===== config.mk =====
export PLATFORM = sky130hd
export DESIGN_NAME = mcpu_prog_loader_flat
export DESIGN_NICKNAME = d
export VERILOG_FILES = /design/src/rtl/mcpu_prog_loader_if.sv /design/src/rtl/mcpu_prog_loader.sv /design/src/flat_wrapper.sv
export SDC_FILE = /design/constraint.sdc
export NUM_CORES = 1
export LEC_CHECK = 0
export ABC_CLOCK_PERIOD_IN_PS = 5100
export CAP_MARGIN = 20
export CORE_UTILIZATION = 50
export CTS_BUF_LIST = sky130_fd_sc_hd__clkbuf_2 sky130_fd_sc_hd__clkbuf_4 sky130_fd_sc_hd__clkbuf_8
export DETAILED_ROUTE_END_ITERATION = 8
export PLACE_DENSITY = 0.7
export RECOVER_POWER = 25
export SLEW_MARGIN = 20
export SYNTH_ARGS = -nofsm -noshare
export SYNTH_HDL_FRONTEND = slang
export SYNTH_SLANG_ARGS = --single-unit

===== constraint.sdc =====
create_clock -name clk -period 5.1 [get_ports clk]
set_input_delay 1.02 -clock clk [delete_from_list [all_inputs] [get_ports clk]]
set_output_delay 1.02 -clock clk [all_outputs]
set_load 0.1 [all_outputs]

===== src/rtl/mcpu_prog_loader_if.sv =====
// Stream-in and RAM-write signal bundle for the MCPU program loader.
// Handshake: a stream byte transfers on a rising clk edge where s_valid && s_ready
// are both high; the source holds s_data and s_valid stable until that edge, and
// the loader may drop s_ready whenever it cannot take a byte.
interface mcpu_prog_loader_if #(
  parameter int WORD_SIZE = 16,
  parameter int ADDR_SIZE = 8
) ();
  logic [7:0]           s_data;
  logic                 s_valid;
  logic                 s_ready;
  logic                 ram_we;
  logic [ADDR_SIZE-1:0] ram_addr;
  logic [WORD_SIZE-1:0] ram_wdata;

  // Loader side: consumes the stream, drives the RAM write port.
  modport slave (
    input  s_data, s_valid,
    output s_ready, ram_we, ram_addr, ram_wdata
  );

  // System side: stream source and RAM.
  modport master (
    output s_data, s_valid,
    input  s_ready, ram_we, ram_addr, ram_wdata
  );
endinterface


===== src/rtl/mcpu_prog_loader.sv =====
// Boot loader for the MCPU: receives header / words / checksum over a byte
// stream, writes the words into RAM from address 0, zero-fills the rest and
// releases the CPU reset only once the image has been verified.
module mcpu_prog_loader #(
  parameter int WORD_SIZE = 16,
  parameter int ADDR_SIZE = 8,
  parameter int RAM_SIZE  = 256
) (
  input  logic                clk,
  input  logic                reset,
  input  logic                start,
  mcpu_prog_loader_if.slave   bus,
  output logic                cpu_reset,
  output logic                busy,
  output logic                done,
  output logic                error,
  output logic [3:0]          dbg_state
);

  typedef enum logic [3:0] {
    S_IDLE, S_HDR, S_HI, S_LO, S_WRITE, S_CSUM, S_FILL, S_RUN, S_ERROR
  } state_t;

  typedef struct packed {
    logic s_ready;
    logic busy;
    logic done;
    logic error;
    logic cpu_reset;
  } flags_t;

  // Moore flag set belonging to each state; loaded together with the state so
  // the flags are registers that always match the current state.
  function automatic flags_t flags_of(state_t s);
    flags_t f;
    f.s_ready   = (s == S_HDR) || (s == S_HI) || (s == S_LO) || (s == S_CSUM);
    f.busy      = (s == S_HDR) || (s == S_HI) || (s == S_LO) ||
                  (s == S_WRITE) || (s == S_CSUM) || (s == S_FILL);
    f.done      = (s == S_RUN);
    f.error     = (s == S_ERROR);
    f.cpu_reset = (s != S_RUN);
    return f;
  endfunction

  state_t               state;
  flags_t               flags;
  logic [7:0]           csum;
  logic [7:0]           hi;
  logic [ADDR_SIZE-1:0] addr;
  logic [ADDR_SIZE:0]   remaining;
  logic                 ram_we;
  logic [ADDR_SIZE-1:0] ram_addr;
  logic [WORD_SIZE-1:0] ram_wdata;

  wire xfer = bus.s_valid && flags.s_ready;

  assign bus.s_ready   = flags.s_ready;
  assign bus.ram_we    = ram_we;
  assign bus.ram_addr  = ram_addr;
  assign bus.ram_wdata = ram_wdata;
  assign cpu_reset     = flags.cpu_reset;
  assign busy          = flags.busy;
  assign done          = flags.done;
  assign error         = flags.error;
  assign dbg_state     = state;

  // Load FSM with registered flags and RAM write port.
  always_ff @(posedge clk or negedge reset) begin
    if (!reset) begin
      state     <= S_IDLE;
      flags     <= flags_of(S_IDLE);
      csum      <= '0;
      hi        <= '0;
      addr      <= '0;
      remaining <= '0;
      ram_we    <= 1'b0;
      ram_addr  <= '0;
      ram_wdata <= '0;
    end else begin
      ram_we <= 1'b0;
      case (state)
        S_IDLE, S_RUN, S_ERROR: begin
          if (start) begin
            state <= S_HDR;
            flags <= flags_of(S_HDR);
          end
        end
        S_HDR: begin
          if (xfer) begin
            remaining <= (bus.s_data == 8'd0) ? (ADDR_SIZE+1)'(RAM_SIZE)
                                              : (ADDR_SIZE+1)'(bus.s_data);
            csum      <= bus.s_data;
            addr      <= '0;
            state     <= S_HI;
            flags     <= flags_of(S_HI);
          end
        end
        S_HI: begin
          if (xfer) begin
            hi    <= bus.s_data;
            csum  <= csum ^ bus.s_data;
            state <= S_LO;
            flags <= flags_of(S_LO);
          end
        end
        S_LO: begin
          if (xfer) begin
            csum      <= csum ^ bus.s_data;
            ram_we    <= 1'b1;
            ram_addr  <= addr;
            ram_wdata <= WORD_SIZE'({hi, bus.s_data});
            state     <= S_WRITE;
            flags     <= flags_of(S_WRITE);
          end
        end
        S_WRITE: begin
          addr      <= addr + 1'b1;
          remaining <= remaining - 1'b1;
          if (remaining == (ADDR_SIZE+1)'(1)) begin
            state <= S_CSUM;
            flags <= flags_of(S_CSUM);
          end else begin
            state <= S_HI;
            flags <= flags_of(S_HI);
          end
        end
        S_CSUM: begin
          if (xfer) begin
            if (bus.s_data != csum) begin
              state <= S_ERROR;
              flags <= flags_of(S_ERROR);
            end else if (addr == '0) begin
              // addr has wrapped to 0 only after a full RAM_SIZE-word image.
              state <= S_RUN;
              flags <= flags_of(S_RUN);
            end else begin
              ram_we    <= 1'b1;
              ram_addr  <= addr;
              ram_wdata <= '0;
              state     <= S_FILL;
              flags     <= flags_of(S_FILL);
            end
          end
        end
        S_FILL: begin
          if (ram_addr == ADDR_SIZE'(RAM_SIZE - 1)) begin
            state <= S_RUN;
            flags <= flags_of(S_RUN);
          end else begin
            ram_we    <= 1'b1;
            ram_addr  <= ram_addr + 1'b1;
            ram_wdata <= '0;
          end
        end
        default: begin
          state <= S_IDLE;
          flags <= flags_of(S_IDLE);
        end
      endcase
    end
  end

endmodule


===== src/flat_wrapper.sv =====
// flat-port wrapper written by rule: the top's interface ports become plain ports
module mcpu_prog_loader_flat 
#(
  parameter int WORD_SIZE = 16,
  parameter int ADDR_SIZE = 8,
  parameter int RAM_SIZE  = 256
)
  (clk, reset, start, cpu_reset, busy, done, error, dbg_state, bus_s_data, bus_s_valid, bus_s_ready, bus_ram_we, bus_ram_addr, bus_ram_wdata);
  mcpu_prog_loader_if #(.WORD_SIZE(WORD_SIZE), .ADDR_SIZE(ADDR_SIZE)) bus_i ();
  input  logic clk;
  input  logic reset;
  input  logic start;
  output logic cpu_reset;
  output logic busy;
  output logic done;
  output logic error;
  output logic [3:0] dbg_state;
  input wire logic [$bits(bus_i.s_data)-1:0] bus_s_data;
  input wire logic [$bits(bus_i.s_valid)-1:0] bus_s_valid;
  output wire logic [$bits(bus_i.s_ready)-1:0] bus_s_ready;
  output wire logic [$bits(bus_i.ram_we)-1:0] bus_ram_we;
  output wire logic [$bits(bus_i.ram_addr)-1:0] bus_ram_addr;
  output wire logic [$bits(bus_i.ram_wdata)-1:0] bus_ram_wdata;
  assign bus_i.s_data = bus_s_data;
  assign bus_i.s_valid = bus_s_valid;
  assign bus_s_ready = bus_i.s_ready;
  assign bus_ram_we = bus_i.ram_we;
  assign bus_ram_addr = bus_i.ram_addr;
  assign bus_ram_wdata = bus_i.ram_wdata;
  mcpu_prog_loader #(.WORD_SIZE(WORD_SIZE), .ADDR_SIZE(ADDR_SIZE), .RAM_SIZE(RAM_SIZE)) u_core (.clk(clk), .reset(reset), .start(start), .bus(bus_i), .cpu_reset(cpu_reset), .busy(busy), .done(done), .error(error), .dbg_state(dbg_state));
endmodule

# == Word level (Yosys, flattened, before mapping) ==
# Cells that the tools add are included.
# word_totals
regBits,67
latchBits,0
mem_bits_rw,0
romBits,0
output_inout_bits,34
elab_cells,99
mem_count,0
# classes
n_addsub,3
n_mul,0
div,0
order_cmp,0
eq_ne,22
shift,0
mux,44
bitwise_logic,1
reduce_logical,16
# op_table
op,count
$mux 16,5
$mux 8,8
$pmux 16 s3,1
$mux 4,8
$pmux 8 s2,2
$mux 5,6
$pmux 5 s6,1
$pmux 4 s7,1
$pmux 8 s3,1
$mux 9,2
$pmux 9 s2,1
$add 8x1->8 const B,2
$eq 4x3->1 const B,4
$logic_not 8->1,2
$ne 2x1->1 const B,7
$reduce_and 6->1,2
$eq 9x1->1 const B,1
$sub 9x1->9 const B,1
$eq 4x2->1 const B,2
$eq 8x8->1 const B,1
$ne 2x2->1 const B,4
$ne 8x8->1,1
$xor 8x8->8,1
$mux 1,6
other kinds (13),16

# == Logic depth before layout (Yosys ltp) ==
# Gate-level depths: netlist of run 1.
# logic_depth
ltp_word,5
ltp_mapped,11
depth_no_buf,7

# == Worst setup path after synthesis of run 1 ==
# OpenSTA, ideal clock, no wires.
# synth_timing
path_type,register -> register
from,"register u_core.ram_addr[0], in the netlist u_core.bus.ram_addr[0]"
to,"register u_core.ram_addr[1], in the netlist u_core.bus.ram_addr[1]"
setup_ns,0.128
arrival_ns,2.543
required_time_ns,4.972
setup_slack_ns,2.429
stages_incl_launch_ff,8
path_buffers,1
period_less_slack_ns,2.671
cell_sequence,dfrtp_1 > ha_1 > and3_1 > a41oi_4 > a31oi_2 > and2_4 > buf_6 > mux2_1
# synth_between
elab_chain_cells,3
elab_cells_between_ends,6
cone_classes,add/sub (1); eq/ne (2); mux (2); reduce/logical (1)
# synth_lines
item,line,text
from (decl),mcpu_prog_loader.sv:52,logic [ADDR_SIZE-1:0] ram_addr;
from (signal assigned),mcpu_prog_loader.sv:110,ram_addr <= addr;
from (signal assigned),mcpu_prog_loader.sv:138,ram_addr <= addr;
from (signal assigned),mcpu_prog_loader.sv:151,ram_addr <= ram_addr + 1'b1;
$add 8x1->8 or $eq 8x8->1 (tied branches),"mcpu_prog_loader.sv:151, mcpu_prog_loader.sv:146",
$mux 8 or $ne 2x2->1 (tied branches),n/a,
$pmux 8 s3 or $reduce_and 6->1 (tied branches),n/a,
# Parallel ways exist; a longest one is shown, timed or not. The select of a mux whose other input is x is not followed.
# A chain may end at the register's enable or synchronous reset.

# == Worst setup path after layout of run 1 ==
# layout_timing
from,"register u_core.state[2], in the netlist u_core.dbg_state[2]"
to,output dbg_state[2]
# layout_lines
item,line,text
from (decl),mcpu_prog_loader.sv:45,state_t state;
from (signal assigned),mcpu_prog_loader.sv:70,state <= S_IDLE;
from (signal assigned),mcpu_prog_loader.sv:84,state <= S_HDR;
from (signal assigned),mcpu_prog_loader.sv:94,state <= S_HI;
to (decl),flat_wrapper.sv:17,output logic [3:0] dbg_state;
# No word-level cell between the ends.

==> metrics.csv, run 1 <==
metric,value,unit
sequential-to-total area share from yosys stat,0.461,
drt drc,0,
share of the synthesized area in the top cell type,0.454,
H-tree levels,3,
top-count cell post-synth,dfrtp_1,
"Data arrival, critical path",2.42,ns
die height,87.3,um
largest net degree at the start of global routing,42,
"EDFF count, synth",0,
skew final,0.00915,ns
Tmin final,3.44,ns
Post-synth top flop,dfrtp_1,
DP Cell Count,493,
GRT Overall Usage,0.241,
GP Congestion,0.870,
Placed Area,0.00410,sq mm
final instance area,0.00430,sq mm
worst path bufs/invs,1,
PostCTS Resize Cnt,0,
gr ovfl total,0,
Worst EP required,4.08,ns
Crit path largest cell delay,1.26,ns
drt total wl,8280,um
Die W,87.3,um
worst-case clock buffer depth,2,
DR pass1 iterations,4,
area of the multi-input gates,0.00179,sq mm
Iteration-0 DRC Markers,195,
worst slew pin tran,1.46,ns
TNS Setup,0,ns
CP top delay family,buffers and inverters,
nets@finish,425,
"Hold Vio Cnt, Final",0,
core area,0.00691,sq mm
post-synthesis async set-or-reset flop share,1.00,
CTS Root Buffer Type,clkbuf_8,
CTS Hold Buffers Added,0,
"Critical Path, Cell by Cell",clkdlybuf4s50_1,
mapped cell area,0.00364,sq mm
GR Layer Usage met1,0.332,
HP Start,u_core.bus.ram_wdata[15]$_DFFE_PN0P_,
Top-Level Pins,46,
area grow syn2layout,18.2,%
initial antenna violation count,0,
GRT Max-Usage Layer,met2,
worst min path class,register to register,
fmax,290,MHz
crit-path max FO,24,
DR vias/cell,5.80,
Synth Area per Inst,9.81,sq um
largest area contributor in the netlist,dfrtp_1,
die area,0.00762,sq mm
vias,2952,
share of cells above drive strength 1,0.0969,
clock buffer count from CTS,9,
Final ANT Viol Nets,0,
critical path class,register to output pin,
part of the cycle the worst path needs,0.675,
Starting Density,0.527,
synth cell count leaders,"dfrtp_1 (66), nand2_1 (54), a21oi_1 (32)",
Critical Path Sink Type,output pin,
Area contributors post-synth,"dfrtp_1 (45%), nand2_1 (5.6%), a21oi_1 (4.4%)",
met3 usage,0.0474,
number of global-route vias before repair,2854,
status,completed,
Max Cap Viol,0,
Clock Latency Late Sink,0.35,ns
routed length per placed instance,16.3,um
register area,0.00168,sq mm
global-route wire length before repair,14100,um
RSZ-0062 raised after global routing,no,
Critical Path Source,u_core.dbg_state[2]$_DFFE_PN0P_,
final setup fails,0,
clock edge transition at the registers on the reported setup and hold paths,0.08,ns
clock sinks,67,
Yosys reg bits,67,
"Setup Fix Bufs, Post-CTS",0,
Mapped Nets,388,
fin cells,509,
diode count,0,
max-slew headroom at the worst pin,0.0252,
synthesized instance count,371,
synth unique cells,56,
RR Startpoint,u_core.dbg_state[2]$_DFFE_PN0P_,
Worst path slowest cell,clkdlybuf4s50_1,
Slew Limit Fails,0,
critical path startpoint category,register,
met2 Usage GRT,0.383,
DP HPWL,5650,um
I/O Buffers,45,
CTS tree,done,
Synth Warn #,0,
FP Rows,30,
filler instances,611,
layer usage:
metal | share of wire | wire length (um) | up-vias
li1 | - | - | 1404
met3 | 0.036 | 300 | 6
met2 | 0.48 | 3950 | 71
met4 | 0.0092 | 76 | 0
met1 | 0.48 | 3950 | 1471
met5 | 0 | 0 | -
state kept, by name (all words and copies together) (netlist names), 4 cells and up:
signal	flops
u_core.bus.ram_wdata	16
u_core.remaining	9
u_core.addr	8
u_core.bus.ram_addr	8
u_core.csum	8
u_core.hi	8
u_core.dbg_state	4
placed cells by master (no fill, tap or decap), drive strengths merged, types with 11 or more instances in the layout:
cell           count
a21o              16
a21oi             32
a31oi             11
clkdlybuf4s50     44
dfrtp             66
inv               12
mux2              16
nand2             54
nor2              23
o21ai             19
logic make-up (layout without fill, tap and decap cells):
kind of cell	after synthesis	count (layout)	share of synthesized area
XOR/XNOR	19	19	0.0457
buffers and inverters	33	75	0.0464
adder cells (fa/ha/maj)	5	5	0.0172
flip-flops	67	67	0.461
multiplexers	21	21	0.0633
AND/OR/NAND/NOR	122	122	0.175
AO/OA/AOI/OAI	104	104	0.191
worst paths after layout:
check	depth (start not counted)	slack [ns]	endpoint
setup / recovery	1	1.66	dbg_state[2]
hold / removal	1	0.48	u_core.bus.ram_wdata[15]$_DFFE_PN0P_
setup reg to reg	6	2.31	u_core.bus.ram_addr[1]$_DFFE_PN0P_
hold reg to reg	1	0.48	u_core.bus.ram_wdata[15]$_DFFE_PN0P_
max in group asynchronous	2	2.84	u_core.hi[2]$_DFFE_PN0P_
min in group asynchronous	1	1.01	u_core.addr[6]$_DFFE_PN0P_
per-stage QoR:
stage	utilization	worst slack, ns	hold WS, ns
2_1_floorplan	-	2.43	0.469
3_5_place_dp	0.594	1.89	0.465
6_report	0.623	1.66	0.482
4_1_cts	0.623	1.66	0.484
3_3_place_gp	0.594	1.96	0.465
5_1_grt	0.623	1.56	0.502
cell type report:
type / instances / share of cell area
Clock inverter: 7 / 0.0177
Clock buffer: 9 / 0.0288
Sequential cell: 67 / 0.390
Tap cell: 96 / 0.0279
Multi-Input combinational cell: 271 / 0.417
Timing Repair Buffer: 49 / 0.110
Inverter: 10 / 0.00873
Power of run 1 is not shown: default switching activity piles up to over one toggle a cycle in this logic, so the estimate is an artifact.
==> run 2: changes to the inputs <==
- ABC_CLOCK_PERIOD_IN_PS: 5100 -> 3010
- PLACE_DENSITY: 0.7 -> 0.73
- clock period: 5.1 -> 3.01 ns (I/O delays scaled with it)
==> metrics.csv, run 2 (synthesized netlist as in run 1, its figures left out) <==
metric,value,unit,change
status,"complete, but fails checks",,
violated checks,"max-capacitance violations, max-slew violations",,
clock buffer count from CTS,9,,unchanged
Largest register FFs,16,,unchanged
Register-to-Register Path Depth,7,,+1
"Setup Fix Bufs, Post-CTS",0,,unchanged
met3 usage,0.0332,,-0.0142
R2R Setup Slk,0.79,ns,-1.52 ns
die height,87.3,um,unchanged
Die W,87.3,um,unchanged
number of global-route vias before repair,2887,,+1.2%
Critical Path Sink Type,register,,
largest net degree at the start of global routing,37,,-12%
CTS tree,done,,
Placed Area,0.00410,sq mm,-0.12%
clock sinks,67,,unchanged
max-slew headroom at the worst pin,-0.207,,-0.232
Slew Limit Fails,32,,+32
TNS Setup,0,ns,unchanged
worst-case clock buffer depth,2,,unchanged
Final ANT Viol Nets,0,,unchanged
reg-to-reg endpoint,u_core.bus.ram_addr[1]$_DFFE_PN0P_,,
drt total wl,8620,um,+4.1%
DR pass1 iterations,4,,unchanged
"commonest non-fill, non-tap cell in the layout",dfrtp_1,,
final setup fails,0,,unchanged
DR vias/cell,5.83,,+0.46%
top flop regs,"u_core.bus.ram_wdata x16, u_core.remaining x9",,
I/O Buffers,45,,unchanged
DP HPWL,6130,um,+8.6%
HP Start,u_core.bus.ram_wdata[10]$_DFFE_PN0P_,,
Tmin final,2.33,ns,
vias,3018,,+2.2%
"Data arrival, critical path",2.56,ns,+0.14 ns
critical path startpoint category,input port,,
share of cells above drive strength 1,0.197,,+0.0998
met2 Usage GRT,0.394,,+0.0114
CTS Root Buffer Type,clkbuf_8,,
RR Startpoint,u_core.addr[1]$_DFFE_PN0P_,,
Max Cap Viol,1,,+1
drt drc,0,,unchanged
GR Layer Usage met1,0.324,,-0.00856
Starting Density,0.527,,unchanged
critical path class,input port to register,,
gr ovfl total,0,,unchanged
Iteration-0 DRC Markers,265,,+36%
CTS Hold Buffers Added,0,,unchanged
PostCTS Resize Cnt,0,,unchanged
RSZ-0062 raised after global routing,no,,
Worst Hold Depth,1,,unchanged
routed length per placed instance,16.6,um,+2.3%
skew final,0.00932,ns,+0.000174 ns
final instance area,0.00429,sq mm,-0.17%
core area,0.00691,sq mm,unchanged
most frequent cells in the layout,"dfrtp_1 (66), nand2_1 (54), buf_4 (46)",,
initial antenna violation count,0,,unchanged
GP Congestion,0.824,,-5.3%
nets@finish,434,,+2.1%
Clock Latency Late Sink,0.35,ns,about the same
H-tree levels,3,,unchanged
fmax,429,MHz,
GRT Max-Usage Layer,met2,,
worst min path class,register to register,,
Top-Level Pins,46,,unchanged
part of the cycle the worst path needs,0.775,,
worst slew pin tran,1.81,ns,+0.348 ns
GRT Overall Usage,0.242,,+0.00154
clock edge transition at the registers on the reported setup and hold paths,0.07,ns,about the same
area grow syn2layout,18.0,%,
global-route wire length before repair,14000,um,-0.20%
Worst Hold End,u_core.bus.ram_wdata[10]$_DFFE_PN0P_,,
"Hold Vio Cnt, Final",0,,unchanged
FP Rows,30,,unchanged
die area,0.00762,sq mm,unchanged
Worst EP required,3.24,ns,-0.84 ns
"Most flops, register",u_core.bus.ram_wdata,,
diode count,0,,unchanged
crit-path max FO,8,,-67%
[run 2: how the worst max path moves through the flow]
| stage | cells past startpoint | to | slack (ns) | from |
|---|---|---|---|---|
| after floorplan | 7 | u_core.bus.ram_addr[1]$_DFFE_PN0P_ | 0.34 | u_core.bus.ram_addr[0]$_DFFE_PN0P_ |
| after global placement | 6 | u_core.csum[7]$_DFFE_PN0P_ | 0.44 | bus_s_valid |
| after detailed placement | 6 | u_core.csum[6]$_DFFE_PN0P_ | 0.38 | bus_s_valid |
| after CTS | 6 | u_core.csum[6]$_DFFE_PN0P_ | 0.74 | bus_s_valid |
| after global routing | 6 | u_core.csum[2]$_DFFE_PN0P_ | 0.57 | bus_s_valid |
| final | 6 | u_core.csum[6]$_DFFE_PN0P_ | 0.68 | bus_s_valid |
[run 2: area by class of cell]
type	count	area [sq um]
clock buffers	11	145
clock inverters	5	52.6
fillers	617	2610
inverters	10	37.5
multi-input cells	271	1790
flip-flops and latches	67	1680
well taps	96	120
repair buffers	58	469
[run 2: layer usage]
metal	vias up	part of all wire
met5	-	0
li1	1424	-
met4	0	0.018
met3	13	0.042
met1	1502	0.45
met2	79	0.49
[run 2: critical path, cell delays in order]
cell and delay, ns:
clkdlybuf4s50_1 0.48, nand2_1 0.13, nor3_1 0.36, a21boi_1 0.62
nand2_1 0.17, xor2_1 0.18
[run 2: stage by stage]
step / worst slack (ns) / std cells / utilization / hold WS (ns)
6_report: 0.677 / 518 / 0.622 / 0.484
5_1_grt: 0.566 / 518 / 0.622 / 0.498
4_1_cts: 0.740 / 518 / 0.622 / 0.339
3_5_place_dp: 0.379 / 502 / 0.593 / 0.468
3_3_place_gp: 0.436 / 502 / 0.593 / 0.465
2_1_floorplan: 0.339 / 371 / - / 0.306
Power of run 2 is left out for the same reason.
